--- src/rtl/fft_butterfly_stage.sv ---
// Radix-2 DIT butterfly stage fed by the complex multiplier.
// Rescales the 48-bit twiddle product P = W*B to 24-bit samples.
// Forms X0 = A+P and X1 = A-P, with optional halving, in a 3-stage
// valid/ready pipeline. Saturation anywhere in the datapath sets a sticky ovf flag.
module fft_butterfly_stage #(
  parameter int FRAC     = 22,
  parameter bit SCALE_EN = 1'b1
) (
  input  logic        clk,
  input  logic        reset,
  input  logic        in_valid,
  output logic        in_ready,
  input  logic [47:0] in_a,
  input  logic [95:0] in_p,
  output logic        out_valid,
  input  logic        out_ready,
  output logic [47:0] out_x0,
  output logic [47:0] out_x1,
  output logic        ovf,
  input  logic        ovf_clr
);

  localparam logic signed [48:0] RND    = 49'sd1 <<< (FRAC - 1);
  localparam logic signed [48:0] PR_MAX = 49'sd8388607;
  localparam logic signed [48:0] PR_MIN = -49'sd8388608;
  localparam logic signed [25:0] X_MAX  = 26'sd8388607;
  localparam logic signed [25:0] X_MIN  = -26'sd8388608;

  // Round-half-up of one product component back to sample scale.
  // Returns {clipped, value}.
  function automatic logic [24:0] rescale(input logic [47:0] p);
    logic signed [48:0] t;
    t = $signed({p[47], p}) + RND;
    t = t >>> FRAC;
    if (t > PR_MAX)
      rescale = {1'b1, 24'h7fffff};
    else if (t < PR_MIN)
      rescale = {1'b1, 24'h800000};
    else
      rescale = {1'b0, t[23:0]};
  endfunction

  // Sum or difference of one component pair, optionally halved.
  // Returns {clipped, value}.
  function automatic logic [24:0] combine(input logic [23:0] a, input logic [23:0] b,
                                          input logic sub);
    logic signed [24:0] s;
    logic signed [25:0] w;
    if (sub)
      s = $signed({a[23], a}) - $signed({b[23], b});
    else
      s = $signed({a[23], a}) + $signed({b[23], b});
    w = $signed({s[24], s});
    if (SCALE_EN)
      w = (w + 26'sd1) >>> 1;
    if (w > X_MAX)
      combine = {1'b1, 24'h7fffff};
    else if (w < X_MIN)
      combine = {1'b1, 24'h800000};
    else
      combine = {1'b0, w[23:0]};
  endfunction

  logic        v1, v2;
  logic [47:0] s1_a;
  logic [95:0] s1_p;
  logic [47:0] s2_a;
  logic [47:0] s2_pr;
  logic        s2_sat;
  logic        ld1, ld2, ld3;

  logic [24:0] pr_re_c, pr_im_c;
  logic [24:0] x0_re_c, x0_im_c, x1_re_c, x1_im_c;
  logic        s3_sat_c;

  // A stage accepts new contents when it is empty or its successor takes its item.
  assign ld3      = ~out_valid | out_ready;
  assign ld2      = ~v2 | ld3;
  assign ld1      = ~v1 | ld2;
  assign in_ready = ld1;

  // S2 datapath: rescale and clip both product components.
  always_comb begin
    pr_re_c = rescale(s1_p[95:48]);
    pr_im_c = rescale(s1_p[47:0]);
  end

  // S3 datapath: butterfly add/sub with optional halving and clipping.
  always_comb begin
    x0_re_c  = combine(s2_a[47:24], s2_pr[47:24], 1'b0);
    x0_im_c  = combine(s2_a[23:0],  s2_pr[23:0],  1'b0);
    x1_re_c  = combine(s2_a[47:24], s2_pr[47:24], 1'b1);
    x1_im_c  = combine(s2_a[23:0],  s2_pr[23:0],  1'b1);
    s3_sat_c = x0_re_c[24] | x0_im_c[24] | x1_re_c[24] | x1_im_c[24];
  end

  // S1: capture raw operands.
  always_ff @(posedge clk) begin
    if (reset) begin
      v1   <= 1'b0;
      s1_a <= '0;
      s1_p <= '0;
    end else if (ld1) begin
      v1 <= in_valid;
      if (in_valid) begin
        s1_a <= in_a;
        s1_p <= in_p;
      end
    end
  end

  // S2: hold A alongside the rescaled product and its clip flag.
  always_ff @(posedge clk) begin
    if (reset) begin
      v2     <= 1'b0;
      s2_a   <= '0;
      s2_pr  <= '0;
      s2_sat <= 1'b0;
    end else if (ld2) begin
      v2 <= v1;
      if (v1) begin
        s2_a   <= s1_a;
        s2_pr  <= {pr_re_c[23:0], pr_im_c[23:0]};
        s2_sat <= pr_re_c[24] | pr_im_c[24];
      end
    end
  end

  // S3: output registers, held while the consumer stalls.
  always_ff @(posedge clk) begin
    if (reset) begin
      out_valid <= 1'b0;
      out_x0    <= '0;
      out_x1    <= '0;
    end else if (ld3) begin
      out_valid <= v2;
      if (v2) begin
        out_x0 <= {x0_re_c[23:0], x0_im_c[23:0]};
        out_x1 <= {x1_re_c[23:0], x1_im_c[23:0]};
      end
    end
  end

  // Sticky overflow: set when a clipped item enters S3; a same-cycle set beats the clear.
  always_ff @(posedge clk) begin
    if (reset)
      ovf <= 1'b0;
    else if (ld3 & v2 & (s2_sat | s3_sat_c))
      ovf <= 1'b1;
    else if (ovf_clr)
      ovf <= 1'b0;
  end

endmodule

--- config.mk ---
export PLATFORM = sky130hd
export DESIGN_NAME = fft_butterfly_stage
export DESIGN_NICKNAME = d
export VERILOG_FILES = /design/src/rtl/fft_butterfly_stage.sv
export SDC_FILE = /design/constraint.sdc
export NUM_CORES = 1
export LEC_CHECK = 0
export ABC_AREA = 1
export CORE_UTILIZATION = 45
export CTS_BUF_LIST = sky130_fd_sc_hd__clkbuf_4
export DETAILED_ROUTE_END_ITERATION = 16
export PLACE_DENSITY = 0.67
export SYNTH_ARGS = -nofsm -noshare
export SYNTH_HDL_FRONTEND = slang
export SYNTH_SLANG_ARGS = --single-unit
--- constraint.sdc ---
create_clock -name clk -period 3.5 [get_ports clk]
set_input_delay 0.7 -clock clk [delete_from_list [all_inputs] [get_ports clk]]
set_output_delay 0.7 -clock clk [all_outputs]
set_load 0.005 [all_outputs]
==> load_flow_metrics.sql, run 1 <==
INSERT INTO impl_metrics (metric_group, metric, value, unit) VALUES
('status', 'status', 'complete, no violations', ''),
('sta', 'timing.fmax', '0.3166', 'GHz'),
('floorplan', 'core.rowCount', '73', ''),
('drt', 'drt-met1-wl', '28.49', 'mm'),
('logic_synthesis', 'syn_area', '18490', 'µm²'),
('floorplan', 'ios', '248', ''),
('setup_path', 'crit_type', 'flip-flop to flip-flop', ''),
('setup_path', 'worstPathArrival', '3.83', 'ns'),
('sta', 'timing_worst_slew_pin_value', '0.7753', 'ns'),
('sta', 'tns', '0', 'ns'),
('floorplan', 'die_area', '41900', 'µm²'),
('setup_path', 'critPathLaunchType', 'flip-flop', ''),
('placed_design', 'finalWeightedCongestion', '0.9098', ''),
('clock_tree', 'post_cts_hold_buffer_count', '0', ''),
('global_route', 'antenna_found_initial', '1', ''),
('logic_synthesis', 'async_set_or_reset_register_ratio_after_synthesis', '0', '%'),
('hold_path', 'hold_path_depth', '2', ''),
('sta', 'worst_clock_skew', '0.04702', 'ns'),
('global_route', 'gr-total-overflow', '0', ''),
('floorplan', 'fp.dieH', '204.7', 'µm'),
('sta', 'report.final.slew_viol_count', '0', ''),
('clock_tree', 'cts_num_sinks', '299', ''),
('global_route', 'global_route.usage.total', '26.40', '%'),
('global_route', 'grt_pass1_wl', '87.80', 'mm'),
('drt', 'met2_length', '22.05', 'mm'),
('finish', 'most_frequent_standard_cell_in_the_layout_excluding_fill_and_tap_cells', 'sky130_fd_sc_hd__nand2_1', ''),
('setup_path', 'ff2ff_path_depth', '22', ''),
('sta', 'hold_violations', '0', ''),
('drt', 'met3WireLength', '3.953', 'mm'),
('logic_synthesis', 'syn-instance-count', '2783', ''),
('setup_path', 'worst_setup_path_end_kind', 'flip-flop', ''),
('placed_design', 'port-buffer-count', '205', ''),
('power_and_ir_drop', 'power_density', '438.3', 'nW/µm²'),
('clock_tree', 'insertion_delay', '0.76', 'ns'),
('drt', 'vias_per_cell', '5.169', ''),
('hold_path', 'timing.hold.worst_endpoint', 'out_x1[25]', ''),
('drt', 'postRouteAntennaNets', '0', ''),
('power_and_ir_drop', 'irDropWorstVdd', '0.2247', 'mV'),
('floorplan', 'floorplan.core_area', '40100', 'µm²'),
('logic_synthesis', 'yosys.area.top_type', 'sky130_fd_sc_hd__dfxtp_1', ''),
('drt', 'iteration_count_of_the_initial_detailed_routing_pass', '6', ''),
('floorplan', 'die-width', '204.7', 'µm'),
('floorplan', 'start_util', '46.10', '%'),
('sta', 'final.min_clock_period', '3.159', 'ns'),
('setup_path', 'timing.rr.start', 's2_a[25]', ''),
('finish', 'final_core_utilization', '55.18', '%'),
('global_route', 'first_global_vias', '17030', ''),
('logic_synthesis', 'dominantRegCellSynth', 'sky130_fd_sc_hd__dfxtp_1', ''),
('drt', 'dr.max_layer_used', 'met4', ''),
('finish', 'syn2layout_area_growth', '19.68', '%'),
('drt', 'route.vias.total', '18460', ''),
('power_and_ir_drop', 'design_power_total', '9.698', 'mW'),
('setup_path', 'r2r_setup_slack', '0.34', 'ns'),
('clock_tree', 'cts_tree', 'done', ''),
('global_route', 'grt_max_degree', '93', ''),
('sta', 'setup_viol_count_final', '0', ''),
('setup_path', 'crit_path_max_fanout', '9', ''),
('clock_tree', 'htree_levels', '3', ''),
('placed_design', 'place_inst', '3440', ''),
('finish', 'num-fill-cells', '4017', ''),
('drt', 'drcViolationCount', '0', ''),
('setup_path', 'r2r_endpoint', 'ovf', ''),
('finish', 'final_layout_size_suffix_gt1_share', '6.467', '%'),
('finish', 'nets', '3293', ''),
('clock_tree', 'cts_inserted_buffers', '79', ''),
('clock_tree', 'clockRootBuffer', 'sky130_fd_sc_hd__clkbuf_4', ''),
('drt', 'routedWlPerCell', '15.50', 'µm'),
('power_and_ir_drop', 'power_leakage', '10.52', 'nW'),
('hold_path', 'worstHoldPathType', 'flip-flop to flip-flop', ''),
('logic_synthesis', 'synthesis.area_per_instance', '6.643', 'µm²'),
('finish', 'finish.cell_count_without_fillers', '3572', '');
## per-stage QoR
step           hold slack (ns)  setup WS [ns]  area (µm²)
2_1_floorplan           0.4451         0.6126       18490
3_3_place_gp            0.4527         0.2734       21110
3_5_place_dp            0.4608         0.1817       21110
4_1_cts                 0.4698         0.1158       22080
5_1_grt                 0.4954       0.009783       22120
6_report                0.4683         0.3410       22120
## repair_timing
action	CTS	global route
setup buffers	0	3
gates resized for setup	0	6
endpoints found under the setup margin	0	24
## flip-flops by register name (all words and copies together) (netlist names)
signal	cells
s1_p	54
out_x0	48
out_x1	48
s1_a	48
s2_a	48
s2_pr	48
out_valid	1
ovf	1
s2_sat	1
v1	1
v2	1
## cell type report
type	instances	area [µm²]	area share, %
Multi-Input combinational cell	2021	10750	48.58
Clock inverter	18	141.4	0.6391
Timing Repair Buffer	243	2425	10.96
Sequential cell	299	5987	27.06
Clock buffer	110	825.8	3.733
Tap cell	525	656.9	2.969
Inverter	355	1338	6.046
Antenna cell	1	2.502	0.01131
## report_power, final
part | switching [mW] | total, mW | leakage (nW) | internal [mW]
logic | 1.77 | 2.85 | 7.48 | 1.08
clock network | 1.44 | 3.03 | 0.572 | 1.59
registers | 0.186 | 3.82 | 2.47 | 3.63
total | 3.39 | 9.70 | 10.5 | 6.30
## routing by layer
layer	vias to the layer above	track usage, %
met5	-	0
li1	9495	-
met3	54	3.898
met1	8311	40.52
met2	604	37.27
met4	0	7.862
## how the worst max path moves through the flow
stage / end / slack (ns) / cells after the start
6_report: ovf / 0.34 / 22
5_1_grt: ovf / 0.01 / 21
4_1_cts: out_x1[13] / 0.12 / 18
3_5_place_dp: out_x1[11] / 0.18 / 18
3_3_place_gp: out_x1[13] / 0.27 / 18
2_1_floorplan: out_x1[10] / 0.61 / 18
## kinds of logic (layout without fill, tap and decap cells)
logic type / after synthesis / after routing / synth area share [%]
other: 0 / 1 / 0
adders and majority gates: 145 / 145 / 9.976
xor gates and xnor gates: 87 / 87 / 4.122
and+or+nand+nor: 1127 / 1127 / 25.16
buffers and inverters: 463 / 726 / 9.631
DFF: 299 / 299 / 32.38
AOI/OAI and AO/OA: 662 / 662 / 18.73
## cell usage after synthesis, drive strengths merged, types with 8 or more instances
library cell and count:
or2 12, a21oi 277, clkbuf 87, nor4 10
nand3b 8, nand3 123, nor2 403, buf 21
o21ai 334, inv 351, o211ai 10, nor3 27
nand2 509, ha 141, o21bai 15, xor2 72
dfxtp 299, nand4 32, xnor2 15
## critical path, cell delays in order, from the launching register on
cell	delay [ns]
sky130_fd_sc_hd__dfxtp_1	0.38
sky130_fd_sc_hd__inv_1	0.09
sky130_fd_sc_hd__ha_1	0.32
sky130_fd_sc_hd__nor3_1	0.38
sky130_fd_sc_hd__fa_1	0.29
sky130_fd_sc_hd__nand2_1	0.08
sky130_fd_sc_hd__nand2_1	0.06
sky130_fd_sc_hd__and2_1	0.18
sky130_fd_sc_hd__nand2_1	0.07
sky130_fd_sc_hd__nand2_1	0.17
sky130_fd_sc_hd__nand2_1	0.12
sky130_fd_sc_hd__nand3_1	0.12
sky130_fd_sc_hd__nand2_1	0.06
sky130_fd_sc_hd__nand2_1	0.07
sky130_fd_sc_hd__nand2_1	0.07
sky130_fd_sc_hd__buf_4	0.17
sky130_fd_sc_hd__nand2_1	0.06
sky130_fd_sc_hd__inv_1	0.04
sky130_fd_sc_hd__nand3_1	0.07
sky130_fd_sc_hd__nor2_1	0.04
sky130_fd_sc_hd__nand2_1	0.08
sky130_fd_sc_hd__nand2_1	0.05
sky130_fd_sc_hd__a21oi_1	0.13
Power figures use the tool's default switching activity.
==> inputs of run 2 (changes only) <==
--- a/config.mk
+++ b/config.mk
@@ -6,10 +6,10 @@
 export NUM_CORES = 1
 export LEC_CHECK = 0
 export ABC_AREA = 1
-export CORE_UTILIZATION = 45
+export CORE_UTILIZATION = 40
 export CTS_BUF_LIST = sky130_fd_sc_hd__clkbuf_4
 export DETAILED_ROUTE_END_ITERATION = 16
-export PLACE_DENSITY = 0.67
+export SKIP_CTS_REPAIR_TIMING = 1
 export SYNTH_ARGS = -nofsm -noshare
 export SYNTH_HDL_FRONTEND = slang
 export SYNTH_SLANG_ARGS = --single-unit
==> load_flow_metrics.sql, run 2 (same netlist as run 1, synthesis figures left out) <==
INSERT INTO impl_metrics (metric_group, metric, value, unit) VALUES
('status', 'status', 'complete, no violations', ''),
('global_route', 'grt_pass1_wl', '92.40', 'mm'),
('finish', 'layout.cell_area.non_filler', '22150', 'µm²'),
('power_and_ir_drop', 'power_leakage', '10.49', 'nW'),
('sta', 'report.final.slew_viol_count', '0', ''),
('clock_tree', 'htree_levels', '3', ''),
('placed_design', 'detailed_place_hpwl', '46.13', 'mm'),
('sta', 'slew_limit_headroom', '47.22', '%'),
('drt', 'routedWlPerCell', '16.04', 'µm'),
('sta', 'hold_violations', '0', ''),
('placed_design', 'finalWeightedCongestion', '0.9279', ''),
('hold_path', 'worstHoldPathType', 'flip-flop to flip-flop', ''),
('finish', 'mostFrequentLayoutCells', '504 x sky130_fd_sc_hd__nand2_1, 395 x sky130_fd_sc_hd__nor2_1, 346 x sky130_fd_sc_hd__inv_1', ''),
('finish', 'syn2layout_area_growth', '19.80', '%'),
('finish', 'sequential_cell_area', '5986', 'µm²'),
('drt', 'iteration_count_of_the_initial_detailed_routing_pass', '7', ''),
('sta', 'setup_viol_count_final', '0', ''),
('global_route', 'grt_max_degree', '101', ''),
('global_route', 'first_global_vias', '17000', ''),
('clock_tree', 'insertion_delay', '0.80', 'ns'),
('setup_path', 'worstPathArrival', '3.87', 'ns'),
('sta', 'postLayoutSetupSlackWorst', '0.3169', 'ns'),
('power_and_ir_drop', 'design_power_total', '9.575', 'mW'),
('drt', 'drcViolationCount', '0', ''),
('drt', 'postRouteAntennaNets', '0', ''),
('global_route', 'global_route.usage.total', '24.83', '%'),
('setup_path', 'crit_type', 'flip-flop to flip-flop', ''),
('finish', 'final_layout_size_suffix_gt1_share', '6.533', '%'),
('sta', 'timing.fmax', '0.3142', 'GHz'),
('finish', 'most_frequent_standard_cell_in_the_layout_excluding_fill_and_tap_cells', 'sky130_fd_sc_hd__nand2_1', ''),
('floorplan', 'die_area', '47080', 'µm²'),
('placed_design', 'port-buffer-count', '205', ''),
('sta', 'grt_setup_unrepaired', 'no', ''),
('floorplan', 'core.rowCount', '78', ''),
('drt', 'detail_route.wirelength', '58.49', 'mm'),
('sta', 'final.min_clock_period', '3.183', 'ns'),
('clock_tree', 'cts.clk_slew.worst_paths', '0.06', 'ns'),
('sta', 'final.hold.worst_slack', '0.4717', 'ns'),
('global_route', 'antenna_found_initial', '2', ''),
('run', 'max_capacitance_violation_total', '0', ''),
('drt', 'route.vias.total', '18290', ''),
('sta', 'timing_worst_slew_pin_value', '0.7918', 'ns'),
('power_and_ir_drop', 'irDropWorstVdd', '0.1832', 'mV'),
('clock_tree', 'clockRootBuffer', 'sky130_fd_sc_hd__clkbuf_4', ''),
('finish', 'largest_register', 's1_p', ''),
('drt', 'initialDrtViolationCount', '1384', ''),
('clock_tree', 'cts_tree', 'done', ''),
('sta', 'worst_clock_skew', '0.04807', 'ns'),
('setup_path', 'worst_setup_path_end_kind', 'flip-flop', ''),
('clock_tree', 'largest_buffer_count_on_any_clock_path', '3', ''),
('sta', 'fin_crit_sh', '90.95', '%'),
('global_route', 'gr-total-overflow', '0', ''),
('floorplan', 'start_util', '40.65', '%'),
('setup_path', 'crit_path_max_fanout', '17', ''),
('placed_design', 'place_ws', '0.1836', 'ns'),
('floorplan', 'ios', '248', ''),
('finish', 'num-fill-cells', '4846', ''),
('sta', 'tns', '0', 'ns'),
('floorplan', 'die-width', '217.0', 'µm'),
('power_and_ir_drop', 'power_density', '432.3', 'nW/µm²'),
('floorplan', 'fp.dieH', '217.0', 'µm'),
('setup_path', 'critPathLaunchType', 'flip-flop', ''),
('placed_design', 'detailed_place.area', '21190', 'µm²'),
('drt', 'vias_per_cell', '5.016', ''),
('clock_tree', 'cts_num_sinks', '299', ''),
('finish', 'nets', '3296', ''),
('floorplan', 'floorplan.core_area', '45480', 'µm²'),
('finish', 'area_occupied_by_multi_input_gates', '10760', 'µm²'),
('clock_tree', 'cts_inserted_buffers', '80', ''),
('finish', 'largest_register_ffs', '54', ''),
('setup_path', 'cp.required', '4.19', 'ns');
==> run 2: cell types whose count changed in the layout (fill, tap and decap cells not counted), moves of 2 or more <==
cell                        delta
sky130_fd_sc_hd__clkinv_1      +2
sky130_fd_sc_hd__inv_2         +2
sky130_fd_sc_hd__bufinv_16     -2
sky130_fd_sc_hd__ha_1          -2
sky130_fd_sc_hd__clkbuf_4      -2
sky130_fd_sc_hd__nor2_1        -2
sky130_fd_sc_hd__buf_12        -2
sky130_fd_sc_hd__nor2_2        +2
sky130_fd_sc_hd__ha_2          +2
sky130_fd_sc_hd__buf_4         +4
==> run 2: worst max-delay path, cell delays in order, from the launching register on <==
cell and delay [ns]:
sky130_fd_sc_hd__dfxtp_1 0.37, sky130_fd_sc_hd__inv_1 0.08, sky130_fd_sc_hd__ha_1 0.28, sky130_fd_sc_hd__inv_1 0.05, sky130_fd_sc_hd__ha_1 0.28, sky130_fd_sc_hd__fa_2 0.42, sky130_fd_sc_hd__nand2_1 0.08, sky130_fd_sc_hd__nand2_1 0.07
sky130_fd_sc_hd__nand3_1 0.10, sky130_fd_sc_hd__nand2_1 0.10, sky130_fd_sc_hd__nand2_1 0.13, sky130_fd_sc_hd__nand2_1 0.11, sky130_fd_sc_hd__nand2_1 0.09, sky130_fd_sc_hd__nand2_1 0.06, sky130_fd_sc_hd__nor2_1 0.08, sky130_fd_sc_hd__nand2_1 0.05
sky130_fd_sc_hd__nor2_1 0.16, sky130_fd_sc_hd__nand3_1 0.09, sky130_fd_sc_hd__nand2_1 0.08, sky130_fd_sc_hd__nand2_2 0.11, sky130_fd_sc_hd__buf_12 0.18, sky130_fd_sc_hd__a21oi_1 0.12
==> run 2: cell type report <==
type | instances | share of cell area (%)
multi-input combinational | 2021 | 48.60
sequential | 299 | 27.03
timing repair buffer | 245 | 10.90
inverter | 355 | 6.039
clock buffer | 108 | 3.661
tap | 600 | 3.390
clock inverter | 18 | 0.3729
antenna | 1 | 0.01130
==> run 2: report_power, final <==
part	total [mW]	switching (mW)	internal, mW
clock	2.86	1.44	1.41
combinational	2.90	1.82	1.08
sequential	3.82	0.183	3.63
total	9.57	3.44	6.13
==> run 2: per-layer routing <==
metal | vias up | GRT usage (%) | part of all wire [%]
li1 | 9514 | - | -
met1 | 8196 | 38.76 | 53
met2 | 526 | 34.50 | 39
met3 | 54 | 3.871 | 6.3
met4 | 2 | 6.714 | 1.2
met5 | - | 0 | 0.029
==> run 2: path summary, 6_finish.rpt <==
kind              startpoint    endpoint  slack, ns  depth (start not counted)
hold / removal           ovf         ovf       0.47                          2
setup / recovery     s2_a[1]  out_x1[15]       0.32                         21
hold reg to reg          ovf         ovf       0.47                          2
setup reg to reg     s2_a[1]  out_x1[15]       0.32                         21
==> run 2: through the flow <==
| step | instances | util [%] |
|---|---|---|
| after CTS | 3642 | 48.55 |
| after detailed placement | 3516 | 46.59 |
| after global routing | 3647 | 48.70 |
| final | 3647 | 48.70 |
| after floorplan | 2783 | - |
| after global placement | 3516 | 46.59 |
